**config.mk**
```make
export PLATFORM = sky130hd
export DESIGN_NAME = seq_detector_prog
export DESIGN_NICKNAME = d
export VERILOG_FILES = /design/src/rtl/seq_det_pkg.sv /design/src/rtl/sat_counter.sv /design/src/rtl/seq_detector_prog.sv
export SDC_FILE = /design/constraint.sdc
export NUM_CORES = 1
export LEC_CHECK = 0
export CAP_MARGIN = 20
export CORE_MARGIN = 10
export CORE_UTILIZATION = 60
export CTS_BUF_LIST = sky130_fd_sc_hd__clkbuf_4 sky130_fd_sc_hd__clkbuf_8
export CTS_CLUSTER_SIZE = 28
export DETAILED_ROUTE_END_ITERATION = 7
export DONT_BUFFER_PORTS = 1
export GPL_ROUTABILITY_DRIVEN = 0
export HOLD_SLACK_MARGIN = 0.06
export PLACE_DENSITY_LB_ADDON = 0.2
export SYNTH_ARGS = -nofsm -noshare
export SYNTH_HDL_FRONTEND = slang
export SYNTH_SLANG_ARGS = --single-unit
```
**constraint.sdc**
```tcl
create_clock -name clk -period 2.3 [get_ports clk]
set_input_delay 0.345 -clock clk [delete_from_list [all_inputs] [get_ports clk]]
set_output_delay 0.345 -clock clk [all_outputs]
set_load 0.01 [all_outputs]
```
**src/rtl/seq_det_pkg.sv**
```systemverilog
// ============================================================================
// Module   : seq_det_pkg
// Purpose  : Shared types, constants and helpers for seq_detector_prog.
// Revision : 1.0 - initial release
// ============================================================================
`default_nettype none

package seq_det_pkg;

    localparam int PAT_W_MAX = 32;
    localparam int c_FILL_W  = $clog2(PAT_W_MAX + 1);

    typedef enum logic {
        MODE_NONOVL = 1'b0,
        MODE_OVL    = 1'b1
    } ovl_mode_e;

    function automatic logic [c_FILL_W-1:0] fill_sat(
        input logic [c_FILL_W-1:0] fill,
        input logic [c_FILL_W-1:0] limit
    );
        return (fill >= limit) ? limit : fill + 1'b1;
    endfunction

endpackage

`default_nettype wire

```
**src/rtl/sat_counter.sv**
```systemverilog
// ============================================================================
// Module   : sat_counter
// Purpose  : Saturating up-counter; a same-cycle clear and increment yields 1.
// Revision : 1.0 - initial release
// ============================================================================
`default_nettype none

module sat_counter #(
    parameter int W = 8
) (
    input  logic         clk,
    input  logic         rstn,
    input  logic         inc,
    input  logic         clr,
    output logic [W-1:0] cnt
);

    always_ff @(posedge clk or negedge rstn) begin
        if (!rstn) begin
            cnt <= '0;
        end else if (clr) begin
            cnt <= inc ? W'(1) : '0;
        end else if (inc && (cnt != '1)) begin
            cnt <= cnt + 1'b1;
        end
    end

endmodule

`default_nettype wire

```
**src/rtl/seq_detector_prog.sv**
```systemverilog
// ============================================================================
// Module   : seq_detector_prog
// Purpose  : Run-time programmable serial pattern detector with match counter.
//            Define SEQ_DET_MASK_EN to add a per-bit don't-care mask.
// Revision : 1.0 - initial release
// ============================================================================
`default_nettype none

module seq_detector_prog
    import seq_det_pkg::*;
#(
    parameter int               PAT_W       = 4,
    parameter int               CNT_W       = 8,
    parameter logic [PAT_W-1:0] RST_PATTERN = PAT_W'(4'b1011),
    parameter logic             RST_OVERLAP = 1'b1
) (
    input  logic             clk,
    input  logic             rstn,
    input  logic             rx,
    input  logic             rx_valid,
    input  logic             cfg_load,
    input  logic [PAT_W-1:0] cfg_pattern,
`ifdef SEQ_DET_MASK_EN
    input  logic [PAT_W-1:0] cfg_mask,
`endif
    input  logic             cfg_overlap,
    input  logic             cnt_clr,
    output logic             y,
    output logic [CNT_W-1:0] match_cnt
);

    logic [PAT_W-1:0]    r_pattern;
    ovl_mode_e           r_overlap;
    logic [PAT_W-1:0]    r_hist;
    logic [c_FILL_W-1:0] r_fill;

    logic [PAT_W-1:0]    w_hist_n;
    logic [c_FILL_W-1:0] w_fill_n;
    logic [c_FILL_W-1:0] w_fill_lim;
    logic                w_hit;
    logic                w_match;

`ifdef SEQ_DET_MASK_EN
    logic [PAT_W-1:0]    r_mask;

    always_ff @(posedge clk or negedge rstn) begin
        if (!rstn) begin
            r_mask <= '1;
        end else if (cfg_load) begin
            r_mask <= cfg_mask;
        end
    end

    assign w_hit = (((w_hist_n ^ r_pattern) & r_mask) == '0);
`else
    assign w_hit = (w_hist_n == r_pattern);
`endif

    assign w_hist_n   = {r_hist[PAT_W-2:0], rx};
    assign w_fill_lim = c_FILL_W'(PAT_W);
    assign w_fill_n   = fill_sat(r_fill, w_fill_lim);
    // A config load drops the same-cycle bit, so it can never complete a match.
    assign w_match    = rx_valid && !cfg_load && (w_fill_n == w_fill_lim) && w_hit;

    always_ff @(posedge clk or negedge rstn) begin
        if (!rstn) begin
            r_pattern <= RST_PATTERN;
            r_overlap <= ovl_mode_e'(RST_OVERLAP);
            r_hist    <= '0;
            r_fill    <= '0;
            y         <= 1'b0;
        end else if (cfg_load) begin
            r_pattern <= cfg_pattern;
            r_overlap <= ovl_mode_e'(cfg_overlap);
            r_hist    <= '0;
            r_fill    <= '0;
            y         <= 1'b0;
        end else if (rx_valid) begin
            y <= w_match;
            if (w_match && (r_overlap == MODE_NONOVL)) begin
                r_hist <= '0;
                r_fill <= '0;
            end else begin
                r_hist <= w_hist_n;
                r_fill <= w_fill_n;
            end
        end else begin
            y <= 1'b0;
        end
    end

    sat_counter #(
        .W (CNT_W)
    ) u_cnt (
        .clk  (clk),
        .rstn (rstn),
        .inc  (w_match),
        .clr  (cnt_clr),
        .cnt  (match_cnt)
    );

endmodule

`default_nettype wire

```
# After elaboration in Yosys (flattened, before gate mapping)
# Cells that the tools add are included.
[word_totals]
out_inout_bits = 9
reg_bits = 23
elab_cells = 33
[classes]
n_addsub = 2
n_reduce_logical = 8
mux = 12
bitwise_logic = 1
eq_ne = 3
n_lt_le_gt_ge = 1
[ops]
columns = ["operator", "count"]
rows = [
  ["$mux W6", 4],
  ["$mux W8", 2],
  ["$mux W3", 3],
  ["$add A8 B1 Y8 const B", 1],
  ["$ne A8 B8 Y1 const B", 1],
  ["$add A6 B1 Y6 const B", 1],
  ["$eq A6 B3 Y1 const B", 1],
  ["$ge A6 B3 Y1 const B", 1],
  ["$logic_and A1 B1 Y1", 5],
  ["$eq A4 B4 Y1", 1],
  ["$reduce_bool A2 Y1", 2],
  ["$mux W1", 3],
  ["$logic_not A1 Y1", 1],
  ["$not A1 Y1", 1],
]

# Longest topological paths before layout
# Gate-level depths: netlist of run 1.
[depth]
word_depth = 9
depth_mapped = 8
ltp_nobuf = 7

# Hierarchy
# From an unflattened synthesis of run 1, not the netlist that was laid out.
[unflattened]
cells_unflattened = 109
area_unflattened_um2 = 1183.6
[modules_own_cells]
columns = ["module", "cells_each", "area_each_um2", "n_inst"]
rows = [
  ["seq_detector_prog", 62, 710.7, 1],
  ["sat_counter", 47, 473.0, 1],
]

# Worst setup path after synthesis of run 1
# No wires, ideal clock.
[synth_timing]
path_type = "flip-flop to flip-flop"
start = "register r_fill[0]"
end = "register u_cnt.cnt[2]"
setup_ns = 0.078
n_path_buf = 1
path_stages_with_launch = 9
synth_period_minus_slack_ns = 2.103
t_arrival_ns = 2.025
slack_ns = 0.197
required_time_ns = 2.222
cell_sequence = "dfrtp_1 > inv_1 > ha_1 > nand3b_4 > a2111oi_4 > nand3_2 > buf_6 > or3_1 > a21oi_1"
[synth_between]
elab_chain_cells = 7
[synth_rtl]
columns = ["element", "line", "rtl"]
rows = [
  ["start: declaration", "seq_detector_prog.sv:35", "logic [c_FILL_W-1:0] r_fill;"],
  ["start signal: assignment", "seq_detector_prog.sv:85", "r_fill <= w_fill_n;"],
  ["$add A6 B1 Y6 / $ge A6 B3 Y1 (equally long branches)", "seq_det_pkg.sv:22", "return (fill >= limit) ? limit : fill + 1'b1;"],
  ["$mux W6 *", "seq_det_pkg.sv:22", ""],
  ["$eq A6 B3 Y1 *", "seq_detector_prog.sv:63", "assign w_match = rx_valid && !cfg_load && (w_fill_n == w_fill_lim) && w_hit;"],
  ["$logic_and A1 B1 Y1 * (2 in a row)", "seq_detector_prog.sv:63", ""],
  ["$logic_and A1 B1 Y1 *", "sat_counter.sv:23", "end else if (inc && (cnt != '1)) begin"],
  ["$reduce_bool A2 Y1 (no source line) *", "-", ""],
  ["end signal: assignment", "sat_counter.sv:22", "cnt <= inc ? W'(1) : '0;"],
  ["end signal: assignment", "sat_counter.sv:24", "cnt <= cnt + 1'b1;"],
  ["end: declaration", "sat_counter.sv:15", "output logic [W-1:0] cnt"],
]
# Mark *: on every way between the ends. The rest lies on a longest branch, timed or not.
# A chain may end at the register's enable or synchronous reset.

# Final worst setup path of run 1
[layout_timing]
start = "register r_fill[1]"
end = "register u_cnt.cnt[5]"
# Same word-level chain as after synthesis.

==> results of run 1 <==
==> per-stage QoR <==
step                worst slack [ns]  cells  power [mW]  cell area [um^2]  setup TNS [ns]
floorplan                     0.1970     97      0.4779              1114               0
global placement              0.2186    121      0.4805              1141               0
detailed placement            0.1342    121      0.4828              1141               0
CTS                          0.08826    126      0.6808              1181               0
global route                -0.01110    131      0.7089              1226        -0.01110
finish                        0.1735    131      0.6741              1226               0
==> worst min-delay path by stage <==
stage / end / startpoint / depth (start not counted) / slack [ns]
3_3_place_gp: u_cnt.cnt[6]$_DFFE_PN0P_ / rstn / 0 / 0.05
5_1_grt: r_fill[0]$_DFFE_PN0P_ / cfg_load / 1 / 0.06
4_1_cts: r_fill[0]$_DFFE_PN0P_ / cfg_load / 1 / 0.08
3_5_place_dp: r_fill[0]$_DFFE_PN0P_ / rstn / 0 / 0.05
2_1_floorplan: r_fill[0]$_DFFE_PN0P_ / rstn / 0 / 0.05
6_report: u_cnt.cnt[3]$_DFFE_PN0P_ / cnt_clr / 1 / 0.09
==> layout by cell type, fill, tap and decap left out, drive strengths merged <==
cell type,count
or4,2
o21ai,4
dfrtp,19
ha,3
nor4,1
and2,4
dfstp,4
nor2,5
nand3b,1
nand4,2
clkbuf,4
a21oi,7
buf,7
nor2b,1
a22oi,1
inv,5
nand2b,2
xor2,5
mux2i,1
mux2,5
a2111oi,1
nand2,4
o31ai,2
dlygate4sd3,1
nand3,6
nor3,1
a32o,4
or3,4
==> routing by layer <==
metal | global-route usage | vias up | wire, um
li1 | - | 364 | -
met1 | 0.1250 | 379 | 880
met2 | 0.1701 | 14 | 969
met3 | 0.04947 | 2 | 155
met4 | 0.03352 | 0 | 6
met5 | 0 | - | 0
==> cell families (layout without fill, tap and decap cells) <==
kind of cell | Yosys count | count (layout)
DFF | 23 | 23
buffers and inverters | 8 | 17
adders and majority gates | 3 | 3
and+or+nand+nor | 33 | 33
muxes | 6 | 6
AOI/OAI and AO/OA | 19 | 19
xor gates and xnor gates | 5 | 5
==> what timing repair did <==
| item | in CTS | in global routing |
|---|---|---|
| gates resized for setup | 0 | 0 |
| buffers inserted | 0 | 4 |
| hold endpoints to repair | 23 | 0 |
| setup endpoints to repair | 0 | 3 |
| hold buffers | 1 | 0 |
==> power by group through the flow <==
stage                     logic, mW  registers [mW]  clock network [mW]
after detailed placement     0.0433           0.440                   0
after global routing         0.0629           0.433               0.213
final                        0.0558           0.432               0.187
after global placement       0.0418           0.439                   0
after CTS                    0.0525           0.432               0.197
after floorplan              0.0395           0.438                   0
==> registers in the layout (all words and copies together) (netlist names) <==
name	cells
r_hist	3
y	1
r_fill	6
r_pattern	4
u_cnt.cnt	8
r_overlap	1
==> cell type report <==
cell class,count,area [um^2]
inverters,5,18.77
repair buffers,8,70.07
clock buffers,4,30.03
fillers,144,519.2
well taps,25,31.28
multi-input cells,66,495.5
flip-flops and latches,23,580.6
==> impl_metrics.toml, run 1 <==
[outcome]
run_status = "finished clean"

[die]
die_y_um = 63.08
ios = 20
die-area_mm2 = 0.003979
core_region_area_mm2 = 0.001745
die_w_um = 63.08
rows = 15
initial_core_util = 0.6380

[synth]
yosysMostFrequentCell = "dfrtp_1"
synth_top_family_by_area = "simple AND/OR/NAND/NOR gates"
synth_cell_types = 29
yosysSeqAreaShare = 0.5213
synth.ff_latch_count = 23
synth_area_mm2 = 0.001114
synthFlopType = "dfrtp_1"
synth-compound-area-share = 0.1303
yosys.area.top_type = "dfrtp_1"
synth_simple_gate_area_frac = 0.1820
synthTopCellsByArea = "dfrtp_1 (43%), dfstp_2 (9.4%), mux2_2 (5.1%), xor2_1 (3.9%), a32o_1 (3.6%)"
yosysWarnings = 0
synth_edf_count = 0
synth_commonest_cells = "dfrtp_1 (19), a21oi_1 (7)"
async_reset_ff_frac = 1.000
synthAdderAreaFrac = 0.03371
synthMuxAreaShare = 0.05955
syn_area_per_cell_um2 = 11.48
synth_xor_area_frac = 0.03933
synth_top_area_frac = 0.4270
synth_nets = 111
synthCells = 97

[clock_tree]
cts_tree = "yes"
clock_path_buffers = 2
cts-root-buf = "clkbuf_4"
htreeDepth = 1
path_clk_slew_ns = 0.11
cts.sinks = 23
clk_latency_ns = 0.29
numCtsBuffers = 3

[setup_path]
path_buf_inv = 1
cp-start-kind = "register"
crit_cells = 7
cp-endpoint = "u_cnt.cnt[5]$_DFFE_PN0P_"
r2r_end = "u_cnt.cnt[5]$_DFFE_PN0P_"
cp.required_ns = 2.53
path_max_fanout = 8
critPathLaunch = "r_fill[1]$_DFFE_PN0P_"
critPathMaxStageDelay_ns = 0.45
r2r_slack_ns = 0.17
r2r-start = "r_fill[1]$_DFFE_PN0P_"
crit_chain = "inv_1 > ha_1 > nand3b_4 > a2111oi_4 > nand3_2 > or4_1 > a21oi_1"
slowest_stage = "or4_1"
critical_path_class = "register to register"
rr_worst_depth = 7
worstPathArrival_ns = 2.36
setup.worst_path.end_class = "register"
cp_top_family = "simple AND/OR/NAND/NOR gates"

[detailed_routing]
drc_errors = 0
vias_per_cell = 5.794
post_drt_wl_per_cell_um = 15.36
drtIter0Drc = 7
num_vias = 759
postRouteAntennaNets = 0
wirelength_mm = 2.012
dr.pass1.iters = 4

[grt]
grt.overflow.total = 0
antenna_found_initial = 0
grt_pass1_vias = 782
grt_use_total = 0.1071
grt_pass1_wl_mm = 3.608
grt_max_degree = 24

[layout]
area_growth_pct = 10.11
n_antenna_cell = 0
fin_util = 0.7025
drive_above_1_share = 0.2264
nNetsFinal = 121

[timing]
timing.hold.ws_ns = 0.09250
fmax_mhz = 470.3
worst_pin_slew_ns = 0.5415
finalSetupViolCount = 0
finalHoldViolCount = 0
min_period_over_period = 0.9245
skew_ns = 0.002640
relSlewSlack = 0.6360
min_period_ns = 2.126
slew_viol_final = 0

[pwr]
combPwrFrac = 0.083
netSwitchingFraction = 0.2129
internal-power_mw = 0.5306
power_density_mw_per_mm2 = 549.8
switchingPower_mw = 0.1435
peakVddDrop_mv = 0.4151
p_leak_nw = 0.5474
power_frac_clock = 0.277
seq_power_share = 0.640

[run]
cap_violations = 0

[placed_design]
numPortBuffers = 0
dp_hpwl_mm = 1.551

[worst_hold_path]
hp-class = "input port to register"
Note: power is estimated with default switching activity, not from simulation.
==> inputs of run 2 (changes only) <==
Settings changed: PLACE_DENSITY from default to 0.76, PLACE_DENSITY_LB_ADDON 0.2 to default.
==> impl_metrics.toml, run 2 (same netlist as run 1, synthesis figures left out) <==
[outcome]
run_status = "finished clean"

[layout]
area_growth_pct = 9.887
fin_area_mm2 = 0.001224
nNetsFinal = 118
fin_util = 0.7011
reg_top3 = "u_cnt.cnt (8), r_fill (6), r_pattern (4)"
largest_register_ffs = 8
n_antenna_cell = 0
layout_commonest_cell = "dfrtp_1"
layout_common_cells = "dfrtp_1 (19), a21oi_1 (7)"
drive_above_1_share = 0.1942
top_register = "u_cnt.cnt"

[pwr]
p_leak_nw = 0.5373
power_density_mw_per_mm2 = 551.2
peakVddDrop_mv = 0.4857

[detailed_routing]
postRouteAntennaNets = 0
vias_per_cell = 5.961
drc_errors = 0
dr.pass1.iters = 4
wirelength_mm = 2.174
drtIter0Drc = 12
post_drt_wl_per_cell_um = 16.98
num_vias = 763

[die]
die-area_mm2 = 0.003979
die_w_um = 63.08
die_y_um = 63.08
ios = 20
initial_core_util = 0.6380
rows = 15
core_region_area_mm2 = 0.001745

[run]
cap_violations = 0

[worst_hold_path]
hp-class = "input port to register"

[clock_tree]
numCtsBuffers = 3
cts-root-buf = "clkbuf_4"
path_clk_slew_ns = 0.12
clock_path_buffers = 2
clk_latency_ns = 0.31
htreeDepth = 1
cts_setup_buffers = 0
cts.sinks = 23
cts_tree = "yes"

[grt]
grt_max_degree = 24
grt_pass1_wl_mm = 3.567
grt_pass1_vias = 757
grt_use_total = 0.1119
antenna_found_initial = 0
grt.overflow.total = 0

[setup_path]
worstPathArrival_ns = 2.45
cp.required_ns = 2.54
setup.worst_path.end_class = "register"
cp-start-kind = "register"
path_max_fanout = 11
critical_path_class = "register to register"

[timing]
finalSetupViolCount = 0
min_period_ns = 2.201
skew_ns = 0.006400
relSlewSlack = 0.6410
finalHoldViolCount = 0
rsz0062_at_grt = "false"
fmax_mhz = 454.3
min_period_over_period = 0.9571
finalSetupTns_ns = 0
worst_pin_slew_ns = 0.5340
slew_viol_final = 0

[placed_design]
numPortBuffers = 0
dp_hpwl_mm = 1.641
place_area_mm2 = 0.001141
==> run 2: cell types whose count changed in the layout (fill, tap and decap cells not counted) <==
cell           change
buf_16             +1
buf_4              -4
clkinv_2           +1
nand3_4            +1
nand3_2            -1
buf_8              -1
dlygate4sd3_1      +1
clkbuf_4           -1
==> run 2: power breakdown <==
group	leakage [nW]	total [mW]	switching (mW)	internal, mW
registers	0.303	0.432	0.00910	0.423
logic	0.217	0.0607	0.0298	0.0309
clock network	0.0177	0.182	0.117	0.0649
==> run 2: layer usage <==
layer  vias to the layer above  global-route usage  part of all wire
met1                       379              0.1262              0.40
met5                         -                   0                 0
met4                         0             0.05866             0.020
li1                        361                   -                 -
met3                         4             0.04770             0.077
met2                        19              0.1751              0.51
==> run 2: cell type report <==
cell class | count | area, um^2
inverters | 5 | 18.77
fillers | 132 | 521.8
repair buffers | 5 | 62.56
well taps | 25 | 31.28
multi-input cells | 66 | 503.0
flip-flops and latches | 23 | 580.6
clock buffers | 3 | 22.52
clock inverters | 1 | 5.005
==> run 2: timing repair <==
action | in CTS | in global routing
setup endpoints to repair | 0 | 2
gates resized for setup | 0 | 1
hold endpoints to repair | 23 | 1
hold buffers | 1 | 1
==> run 2: metrics by stage <==
| step | setup WS (ns) | power (mW) | cells | hold slack [ns] |
|---|---|---|---|---|
| finish | 0.09858 | 0.6745 | 128 | 0.07728 |
| floorplan | 0.1970 | 0.4779 | 97 | 0.04941 |
| global placement | 0.1938 | 0.4806 | 121 | 0.05024 |
| detailed placement | 0.08804 | 0.4843 | 121 | 0.05010 |
| global route | 0.01719 | 0.7045 | 128 | 0.06081 |
| CTS | 0.05420 | 0.6734 | 126 | 0.07137 |
==> run 2: path summary, 6_finish.rpt <==
kind,startpoint,end,slack (ns),cells past startpoint
min in group asynchronous,rstn,r_fill[0]$_DFFE_PN0P_,0.32,1
worst min-delay path,cnt_clr,u_cnt.cnt[4]$_DFFE_PN0P_,0.08,1
worst max register to register,r_fill[0]$_DFFE_PN0P_,u_cnt.cnt[5]$_DFFE_PN0P_,0.1,7
worst min register to register,r_hist[2]$_DFFE_PN0P_,r_hist[2]$_DFFE_PN0P_,0.53,1
worst max-delay path,r_fill[0]$_DFFE_PN0P_,u_cnt.cnt[5]$_DFFE_PN0P_,0.1,7
max in group asynchronous,rstn,r_pattern[3]$_DFFE_PN1P_,1.52,2
==> run 2: worst max-delay path, cell delays in order (launching register included) <==
cell and delay [ns]:
dfrtp_1 0.38, inv_1 0.06, ha_1 0.31, nand3b_4 0.17, a2111oi_4 0.45, nand3_4 0.18, or4_1 0.44, a21oi_1 0.15
==> inputs of run 3 (changes only) <==
Settings changed: CORE_MARGIN 10 to 2, CTS_CLUSTER_DIAMETER from default to 100, PLACE_DENSITY 0.76 to 0.86.
==> impl_metrics.toml, run 3 (same netlist as run 1, synthesis figures left out) <==
[outcome]
run_status = "finished clean"

[detailed_routing]
wirelength_mm = 1.993
vias_per_cell = 6.094
drtIter0Drc = 15
postRouteAntennaNets = 0
dr.pass1.iters = 4
post_drt_wl_per_cell_um = 15.69
drc_errors = 0
num_vias = 774

[timing]
slew_viol_final = 0
min_period_ns = 2.115
worst_slack_ns = 0.1851
min_period_over_period = 0.9195
fmax_mhz = 472.8
rsz0062_at_grt = "false"
finalSetupViolCount = 0
worst_pin_slew_ns = 0.5906
finalHoldViolCount = 0
skew_ns = 0.003732
relSlewSlack = 0.6030
finalSetupTns_ns = 0

[grt]
antenna_found_initial = 0
grt_use_total = 0.1989
grt_pass1_wl_mm = 3.001
grt_pass1_vias = 704
grt_max_degree = 24
grt.overflow.total = 0

[die]
die-area_mm2 = 0.002217
initial_core_util = 0.6380
die_w_um = 47.08
rows = 15
die_y_um = 47.08
ios = 20
core_region_area_mm2 = 0.001745

[clock_tree]
htreeDepth = 1
path_clk_slew_ns = 0.12
cts_setup_buffers = 0
cts.sinks = 23
cts-root-buf = "clkbuf_4"
clock_path_buffers = 2
numCtsBuffers = 3
cts_tree = "yes"
clk_latency_ns = 0.30

[placed_design]
pre_cts_ws_ns = 0.1328
dp_cells = 121
numPortBuffers = 0
place_area_mm2 = 0.001141
dp_hpwl_mm = 1.509

[setup_path]
critPathMaxStageDelay_ns = 0.43
setup.worst_path.end_class = "register"
path_max_fanout = 10
slowest_stage = "or4_1"
worstPathArrival_ns = 2.35
cp.required_ns = 2.53
cp-start-kind = "register"
crit_chain = "inv_1 > ha_1 > nand3b_4 > a2111oi_4 > nand3_4 > or4_1 > a21oi_1"
critical_path_class = "register to register"

[layout]
drive_above_1_share = 0.1961
layout_common_cells = "dfrtp_1 (19), a21oi_1 (7)"
area_growth_pct = 8.089
top_register = "u_cnt.cnt"
fin_area_mm2 = 0.001204
largest_register_ffs = 8
layout_commonest_cell = "dfrtp_1"
nNetsFinal = 117
regArea_um2 = 580.6
n_antenna_cell = 0
reg_top3 = "u_cnt.cnt (8), r_fill (6), r_pattern (4)"
final_cells = 127
fill_cells = 129
multi_input_area_um2 = 503.0

[run]
cap_violations = 0

[pwr]
netSwitchingFraction = 0.2166
internal-power_mw = 0.5295
seq_power_share = 0.639
power_density_mw_per_mm2 = 561.6
p_leak_nw = 0.5285
switchingPower_mw = 0.1464
power_frac_clock = 0.279
peakVddDrop_mv = 0.4124
combPwrFrac = 0.082

[worst_hold_path]
hp-class = "input port to register"
-- run 3: cell count changes in the layout (fill, tap and decap cells not counted), sizes merged --
cell / before / now
clkbuf: 3 / 4
clkinv: 1 / 0
dlygate4sd3: 2 / 1
-- run 3: what timing repair did --
item | in CTS | in global routing
endpoints found under the hold margin | 23 | 0
hold buffers | 1 | 0
setup endpoints to repair | 0 | 3
resized for setup | 0 | 1
-- run 3: power by group through the flow --
stage | clock [mW] | sequential (mW) | combinational, mW
after global routing | 0.215 | 0.434 | 0.0608
after detailed placement | 0 | 0.440 | 0.0435
after floorplan | 0 | 0.438 | 0.0395
after global placement | 0 | 0.439 | 0.0410
after CTS | 0.194 | 0.432 | 0.0527
final | 0.188 | 0.432 | 0.0556
-- run 3: path summary, 6_finish.rpt --
check                                 startpoint                  endpoint  slack (ns)  cells after the start
setup reg to reg           r_fill[0]$_DFFE_PN0P_  u_cnt.cnt[5]$_DFFE_PN0P_        0.19                      7
min in group asynchronous                   rstn  r_pattern[3]$_DFFE_PN1P_        0.48                      1
setup / recovery           r_fill[0]$_DFFE_PN0P_  u_cnt.cnt[5]$_DFFE_PN0P_        0.19                      7
hold / removal                           cnt_clr  u_cnt.cnt[7]$_DFFE_PN0P_        0.09                      1
max in group asynchronous                   rstn  r_pattern[0]$_DFFE_PN1P_        1.58                      2
hold reg to reg            r_fill[4]$_DFFE_PN0P_     r_fill[4]$_DFFE_PN0P_        0.52                      1
-- run 3: worst max-delay path, delay by kind of cell (launching register included) --
kind | cells | cell delay (ns)
AOI/OAI and AO/OA | 2 | 0.55
adders and majority gates | 1 | 0.30
buffers and inverters | 1 | 0.06
DFF | 1 | 0.37
and+or+nand+nor | 3 | 0.77
-- run 3: layout make-up --
cell class | count | area share
clock buffers | 4 | 0.02495
repair buffers | 4 | 0.03326
inverters | 5 | 0.01559
well taps | 25 | 0.02599
flip-flops and latches | 23 | 0.4823
multi-input cells | 66 | 0.4179
-- run 3: stage by stage --
step / hold WS [ns] / util / total power, mW
floorplan: 0.04941 / - / 0.4779
global placement: 0.04996 / 0.6538 / 0.4801
detailed placement: 0.04998 / 0.6538 / 0.4833
CTS: 0.08189 / 0.6767 / 0.6784
global route: 0.06326 / 0.6896 / 0.7099
finish: 0.08952 / 0.6896 / 0.6759
-- run 3: per-layer routing --
| layer | vias to the layer above | routed length (um) | track usage |
|---|---|---|---|
| met5 | - | 0 | 0 |
| met4 | 0 | 12 | 0.09444 |
| met3 | 2 | 94 | 0.03462 |
| met2 | 20 | 1025 | 0.3342 |
| met1 | 390 | 860 | 0.2488 |
| li1 | 362 | - | - |
